===== config.mk =====
export PLATFORM = sky130hd
export DESIGN_NAME = sdram_arb
export DESIGN_NICKNAME = d
export VERILOG_FILES = /design/src/rtl/sdram_pkg.sv /design/src/rtl/sdram_refresh_timer.sv /design/src/rtl/sdram_arb.sv
export SDC_FILE = /design/constraint.sdc
export NUM_CORES = 1
export LEC_CHECK = 0
export ABC_AREA = 1
export CELL_PAD_IN_SITES_DETAIL_PLACEMENT = 0
export CELL_PAD_IN_SITES_GLOBAL_PLACEMENT = 1
export CORE_MARGIN = 8
export CORE_UTILIZATION = 26
export CTS_CLUSTER_SIZE = 14
export DETAILED_ROUTE_END_ITERATION = 10
export PLACE_DENSITY_LB_ADDON = 0.1
export SYNTH_ARGS = -nofsm -noshare
export SYNTH_HDL_FRONTEND = slang
export SYNTH_SLANG_ARGS = --single-unit

===== constraint.sdc =====
create_clock -name clk -period 1.7 [get_ports clk]
set_input_delay 0.34 -clock clk [delete_from_list [all_inputs] [get_ports clk]]
set_output_delay 0.34 -clock clk [all_outputs]
set_load 0.02 [all_outputs]

===== src/rtl/sdram_pkg.sv =====
// Shared definitions for the SDRAM access scheduler: FSM encoding,
// default slot/refresh timing and client port indices.
package sdram_pkg;

   typedef enum logic [1:0] {
      ST_IDLE    = 2'd0,
      ST_ACCESS  = 2'd1,
      ST_REFRESH = 2'd2
   } arb_state_t;

   localparam int SLOT_LEN_DEFAULT         = 8;
   localparam int REFRESH_INTERVAL_DEFAULT = 480;

   localparam int ADDR_W = 25;
   localparam int DATA_W = 8;

   localparam logic PORT_P0 = 1'b0;
   localparam logic PORT_P1 = 1'b1;

endpackage


===== src/rtl/sdram_refresh_timer.sv =====
// Free-running refresh down-counter with a single sticky pending flag.
// A tick landing in the same clock as a clear keeps the flag set, so no
// refresh request is ever lost; ticks while already pending do not queue up.
module sdram_refresh_timer
   import sdram_pkg::*;
#(
   parameter int INTERVAL = REFRESH_INTERVAL_DEFAULT
) (
   input  logic clk,
   input  logic reset,
   input  logic clear,
   output logic pending
);

   localparam int CNT_W = $clog2(INTERVAL);
   localparam logic [CNT_W-1:0] RELOAD = CNT_W'(INTERVAL - 1);

   logic [CNT_W-1:0] count_q, count_d;
   logic             pending_q, pending_d;
   logic             tick;

   // Count down, reload at zero, and raise pending on the zero tick.
   always_comb begin
      tick      = (count_q == '0);
      count_d   = tick ? RELOAD : (count_q - CNT_W'(1));
      pending_d = tick | (pending_q & ~clear);
   end

   // Counter and flag registers.
   always_ff @(posedge clk) begin
      if (reset) begin
         count_q   <= RELOAD;
         pending_q <= 1'b0;
      end else begin
         count_q   <= count_d;
         pending_q <= pending_d;
      end
   end

   assign pending = pending_q;

endmodule


===== src/rtl/sdram_arb.sv =====
// Two-port access scheduler in front of the single-slot SDRAM controller.
// Serves byte requests from p0 (CPU) and p1 (DMA/REU) in fixed slots and
// slips in an auto-refresh slot whenever the refresh timer asks for one.
// Build option: define SDRAM_ARB_RR_EN for a round-robin tie-break
// (the port not granted last wins a tie); otherwise p0 always wins a tie.
module sdram_arb
   import sdram_pkg::*;
#(
   parameter int SLOT_LEN         = SLOT_LEN_DEFAULT,
   parameter int REFRESH_INTERVAL = REFRESH_INTERVAL_DEFAULT
) (
   input  logic              clk,
   input  logic              reset,
   input  logic              p0_req,
   input  logic              p0_we,
   input  logic [ADDR_W-1:0] p0_addr,
   input  logic [DATA_W-1:0] p0_din,
   output logic [DATA_W-1:0] p0_dout,
   output logic              p0_ack,
   input  logic              p1_req,
   input  logic              p1_we,
   input  logic [ADDR_W-1:0] p1_addr,
   input  logic [DATA_W-1:0] p1_din,
   output logic [DATA_W-1:0] p1_dout,
   output logic              p1_ack,
   output logic              mem_ce,
   output logic              mem_we,
   output logic [ADDR_W-1:0] mem_addr,
   output logic [DATA_W-1:0] mem_din,
   input  logic [DATA_W-1:0] mem_dout,
   output logic              mem_refresh,
   output logic              busy
);

   localparam int CNT_W = $clog2(SLOT_LEN);
   localparam logic [CNT_W-1:0] CNT_LAST   = CNT_W'(SLOT_LEN - 1);
   localparam logic [CNT_W-1:0] STROBE_END = CNT_W'(2);

   arb_state_t        state_q, state_d;
   logic [CNT_W-1:0]  cnt_q, cnt_d;
   logic              grant_q, grant_d;
   logic              mem_we_q, mem_we_d;
   logic [ADDR_W-1:0] mem_addr_q, mem_addr_d;
   logic [DATA_W-1:0] mem_din_q, mem_din_d;
   logic [DATA_W-1:0] p0_dout_q, p0_dout_d;
   logic [DATA_W-1:0] p1_dout_q, p1_dout_d;
   logic              p0_ack_q, p0_ack_d;
   logic              p1_ack_q, p1_ack_d;

   logic              refresh_pending;
   logic              refresh_clear;
   logic              slot_end;
   logic              req0_ok, req1_ok;
   logic              pick;

   sdram_refresh_timer #(
      .INTERVAL (REFRESH_INTERVAL)
   ) u_refresh_timer (
      .clk     (clk),
      .reset   (reset),
      .clear   (refresh_clear),
      .pending (refresh_pending)
   );

   // Slot sequencing, arbitration and completion. A new slot may start in
   // the last cycle of the previous one, so a client that is finishing now
   // (or whose ack is still visible) is ignored until it has seen its ack.
   always_comb begin
      state_d       = state_q;
      cnt_d         = cnt_q;
      grant_d       = grant_q;
      mem_we_d      = mem_we_q;
      mem_addr_d    = mem_addr_q;
      mem_din_d     = mem_din_q;
      p0_dout_d     = p0_dout_q;
      p1_dout_d     = p1_dout_q;
      p0_ack_d      = 1'b0;
      p1_ack_d      = 1'b0;
      refresh_clear = 1'b0;
      pick          = PORT_P0;

      slot_end = (state_q != ST_IDLE) && (cnt_q == CNT_LAST);
      req0_ok  = p0_req && !p0_ack_q &&
                 !(slot_end && (state_q == ST_ACCESS) && (grant_q == PORT_P0));
      req1_ok  = p1_req && !p1_ack_q &&
                 !(slot_end && (state_q == ST_ACCESS) && (grant_q == PORT_P1));

`ifdef SDRAM_ARB_RR_EN
      if (req0_ok && req1_ok) begin
         pick = (grant_q == PORT_P0) ? PORT_P1 : PORT_P0;
      end else begin
         pick = req1_ok ? PORT_P1 : PORT_P0;
      end
`else
      pick = req0_ok ? PORT_P0 : PORT_P1;
`endif

      if ((state_q != ST_IDLE) && !slot_end) begin
         cnt_d = cnt_q + CNT_W'(1);
      end

      if (slot_end && (state_q == ST_ACCESS)) begin
         if (grant_q == PORT_P0) begin
            p0_ack_d = 1'b1;
            if (!mem_we_q) begin
               p0_dout_d = mem_dout;
            end
         end else begin
            p1_ack_d = 1'b1;
            if (!mem_we_q) begin
               p1_dout_d = mem_dout;
            end
         end
      end

      if ((state_q == ST_IDLE) || slot_end) begin
         cnt_d = '0;
         if (refresh_pending) begin
            state_d       = ST_REFRESH;
            refresh_clear = 1'b1;
         end else if (req0_ok || req1_ok) begin
            state_d    = ST_ACCESS;
            grant_d    = pick;
            mem_we_d   = (pick == PORT_P1) ? p1_we   : p0_we;
            mem_addr_d = (pick == PORT_P1) ? p1_addr : p0_addr;
            mem_din_d  = (pick == PORT_P1) ? p1_din  : p0_din;
         end else begin
            state_d = ST_IDLE;
         end
      end
   end

   // State and output registers; the last grant starts as p1 so p0 wins the first tie.
   always_ff @(posedge clk) begin
      if (reset) begin
         state_q    <= ST_IDLE;
         cnt_q      <= '0;
         grant_q    <= PORT_P1;
         mem_we_q   <= 1'b0;
         mem_addr_q <= '0;
         mem_din_q  <= '0;
         p0_dout_q  <= '0;
         p1_dout_q  <= '0;
         p0_ack_q   <= 1'b0;
         p1_ack_q   <= 1'b0;
      end else begin
         state_q    <= state_d;
         cnt_q      <= cnt_d;
         grant_q    <= grant_d;
         mem_we_q   <= mem_we_d;
         mem_addr_q <= mem_addr_d;
         mem_din_q  <= mem_din_d;
         p0_dout_q  <= p0_dout_d;
         p1_dout_q  <= p1_dout_d;
         p0_ack_q   <= p0_ack_d;
         p1_ack_q   <= p1_ack_d;
      end
   end

   assign mem_ce      = (state_q == ST_ACCESS)  && (cnt_q < STROBE_END);
   assign mem_refresh = (state_q == ST_REFRESH) && (cnt_q < STROBE_END);
   assign busy        = (state_q != ST_IDLE);
   assign mem_we      = mem_we_q;
   assign mem_addr    = mem_addr_q;
   assign mem_din     = mem_din_q;
   assign p0_dout     = p0_dout_q;
   assign p1_dout     = p1_dout_q;
   assign p0_ack      = p0_ack_q;
   assign p1_ack      = p1_ack_q;

endmodule

==> flow_summary.json <==
{
  "fp.dieH_um": 126,
  "synthDistinctLibCells": 24,
  "post_drt_wl_per_cell_um": 14.2,
  "cp.buffers_inverters": 2,
  "end_kind": "register",
  "drc": 0,
  "nNetsFinal": 735,
  "initial_core_util": 0.265,
  "path_max_fanout": 8,
  "ioPinCount": 135,
  "routabilityCongestion": 0.721,
  "numCtsBuffers": 9,
  "worstPathArrival_ps": 1940,
  "cpPeakStageDelay_ps": 360,
  "max-cap-violations": 0,
  "dp_slack_ps": -124,
  "layout_common_cells": "clkdlybuf4s50_1 (127), nand2_1 (124), nor2_1 (85)",
  "violations": "setup timing",
  "dieArea_sq_um": 16000,
  "timing_hold_violations_final": 0,
  "crit_chain": "buf_6, ha_4, ha_4, nand4_1, nand2_2, nand2_8, nand2_8, clkbuf_16, nand2_2, nand2_1, nor2_1",
  "status": "finished with violations",
  "timing.final.ws_setup_ps": -6.14,
  "grt.overflow.total": 0,
  "finalSetupViolations": 1,
  "route.vias.total": 3453,
  "crit_path_top_delay_cell": "dfxtp_2",
  "yosysWarningCount": 0,
  "seq_area_frac_synth": 0.429,
  "fin_skew_ps": 5.81,
  "cts.path.max_buffers": 2,
  "cts.clk_slew.worst_paths_ps": 60,
  "vdd_ir_drop_max_uv": 587,
  "antenna_found_initial": 0,
  "syn_inst": 490,
  "crit_family": "simple AND/OR/NAND/NOR gates",
  "synth_nets": 573,
  "num_rows": 40,
  "htreeDepth": 3,
  "die-width_um": 126,
  "clock-sinks": 68,
  "netlist_area_sq_um": 3170,
  "period_minus_slack_ps": 1710,
  "clock_latency_ps": 340,
  "drtIter0Drc": 119,
  "grt_max_degree": 24,
  "tightest_slew_ps": 288,
  "grt_setup_unrepaired": "true",
  "viasPerCell": 4.29,
  "path_class": "reg2reg",
  "grt.total_usage": 0.135,
  "grt_pass1_wl_mm": 17.1,
  "relSlewSlack": 0.808,
  "fmax_mhz": 586,
  "path_depth": 11,
  "fin_util": 0.480,
  "antenna_cells": 0,
  "timing.final.crit_share": 1.00,
  "grt_pass1_vias": 3332,
  "layout-drive-gt1-share": 0.193,
  "min_path_type": "reg2reg",
  "root_buffer": "clkbuf_16",
  "routed_wl_mm": 11.5,
  "setup_tns_ps": -6.14,
  "cp_data_required_time_ps": 1930,
  "portBuffers": 134,
  "firstDrtPassIters": 4,
  "dp_cells": 778,
  "finalPower_mw": 5.95,
  "postRouteAntennaNets": 0,
  "syn_to_final_growth_pct": 81.0,
  "reg2reg_depth": 11,
  "cts_tree": "done",
  "slew_violations": 0,
  "crit_path_start_kind": "register",
  "final_common_cell": "clkdlybuf4s50_1",
  "dp_hpwl_mm": 7.98,
  "whs_path_depth": 1,
  "ys_ff_latch": 68,
  "cts_hold_buffers": 0,
  "finalNonFillerCells": 804,
  "p_leak_nw": 2.67,
  "synth_area_per_cell_sq_um": 6.47,
  "powerDensity_nw_per_um2": 1040,
  "coreArea_sq_um": 12000
}
## registers in the layout, summed over array words and instances, names as in the netlist
signal	flops
u_refresh_timer.pending	1
mem_addr	25
mem_we	1
p1_ack	1
p0_dout	8
cnt_q	3
p1_dout	8
p0_ack	1
u_refresh_timer.count_q	9
grant_q	1
state_q	2
mem_din	8
## layer usage
layer  vias to the layer above  share of wire  GRT usage
met4                         0         0.0092     0.0467
met1                      1544           0.45      0.158
met5                         -              0          0
met2                        81           0.47      0.214
met3                        10          0.068     0.0587
li1                       1818              -          -
## worst reg2reg max path: cells and delay by family, from the launching register on
| kind | cells | cell delay, ps |
|---|---|---|
| flip-flops | 1 | 360 |
| adder cells (fa/ha/maj) | 2 | 270 |
| buffers and inverters | 2 | 300 |
| AND/OR/NAND/NOR | 7 | 670 |
## layout make-up
type / instances / area [sq um]
clock buffers: 12 / 246
clock inverters: 4 / 120
fillers: 1211 / 6220
inverters: 54 / 203
multi-input cells: 348 / 1820
flip-flops and latches: 68 / 1370
well taps: 147 / 184
repair buffers: 171 / 1810
## through the flow
| step | hold slack, ps | cell area, sq um |
|---|---|---|
| CTS | 391 | 5220 |
| global placement | 373 | 4830 |
| global route | 400 | 5740 |
| finish | 389 | 5740 |
| floorplan | 366 | 3170 |
| detailed placement | 377 | 4830 |
## cells by family (layout without fill, tap and decap cells)
kind of cell             after synthesis  after routing  share of synthesized area
AND/OR/NAND/NOR                      319            320                      0.409
flip-flops                            68             68                      0.429
buffers and inverters                 75            241                      0.107
AO/OA/AOI/OAI                         23             23                     0.0383
adder cells (fa/ha/maj)                3              3                     0.0118
XOR/XNOR                               2              2                    0.00552
## what timing repair did
action,in CTS,in global routing
gates cloned,0,9
setup buffers,0,1
pin swaps,0,25
setup endpoints to repair,47,58
resized for setup,12,102
## cell usage after synthesis
cell type,instances,area share
nand2_1,155,0.18
nor2_1,111,0.13
dfxtp_1,68,0.43
inv_1,52,0.062
nand3_1,41,0.065
o21ai_0,18,0.028
clkbuf_1,11,0.013
buf_6,7,0.025
a21oi_1,3,0.0047
buf_2,3,0.0047
ha_1,3,0.012
nand4_1,3,0.0059
nor3_1,2,0.0032
nor4_1,2,0.0039
xor2_1,2,0.0055
a211oi_1,1,0.0024
a21oi_2,1,0.0028
clkinv_1,1,0.0012
inv_2,1,0.0012
nand2_2,1,0.0020
nand2_4,1,0.0036
nand4_4,1,0.0067
nor2_2,1,0.0020
or2_2,1,0.0020
## where the power goes
group | switching [mW] | total (mW) | leakage, nW | internal (mW)
logic | 0.887 | 1.78 | 1.93 | 0.898
registers | 0.0907 | 1.84 | 0.559 | 1.75
clock network | 0.705 | 2.33 | 0.177 | 1.62
## worst paths after layout
path                               from                          to  slack [ps]
min reg2reg  u_refresh_timer.count_q[0]  u_refresh_timer.count_q[0]         390
max                            cnt_q[1]                  mem_din[2]          -6
max reg2reg                    cnt_q[1]                  mem_din[2]          -6
min          u_refresh_timer.count_q[0]  u_refresh_timer.count_q[0]         390
Note: power is estimated with default switching activity, not from simulation.
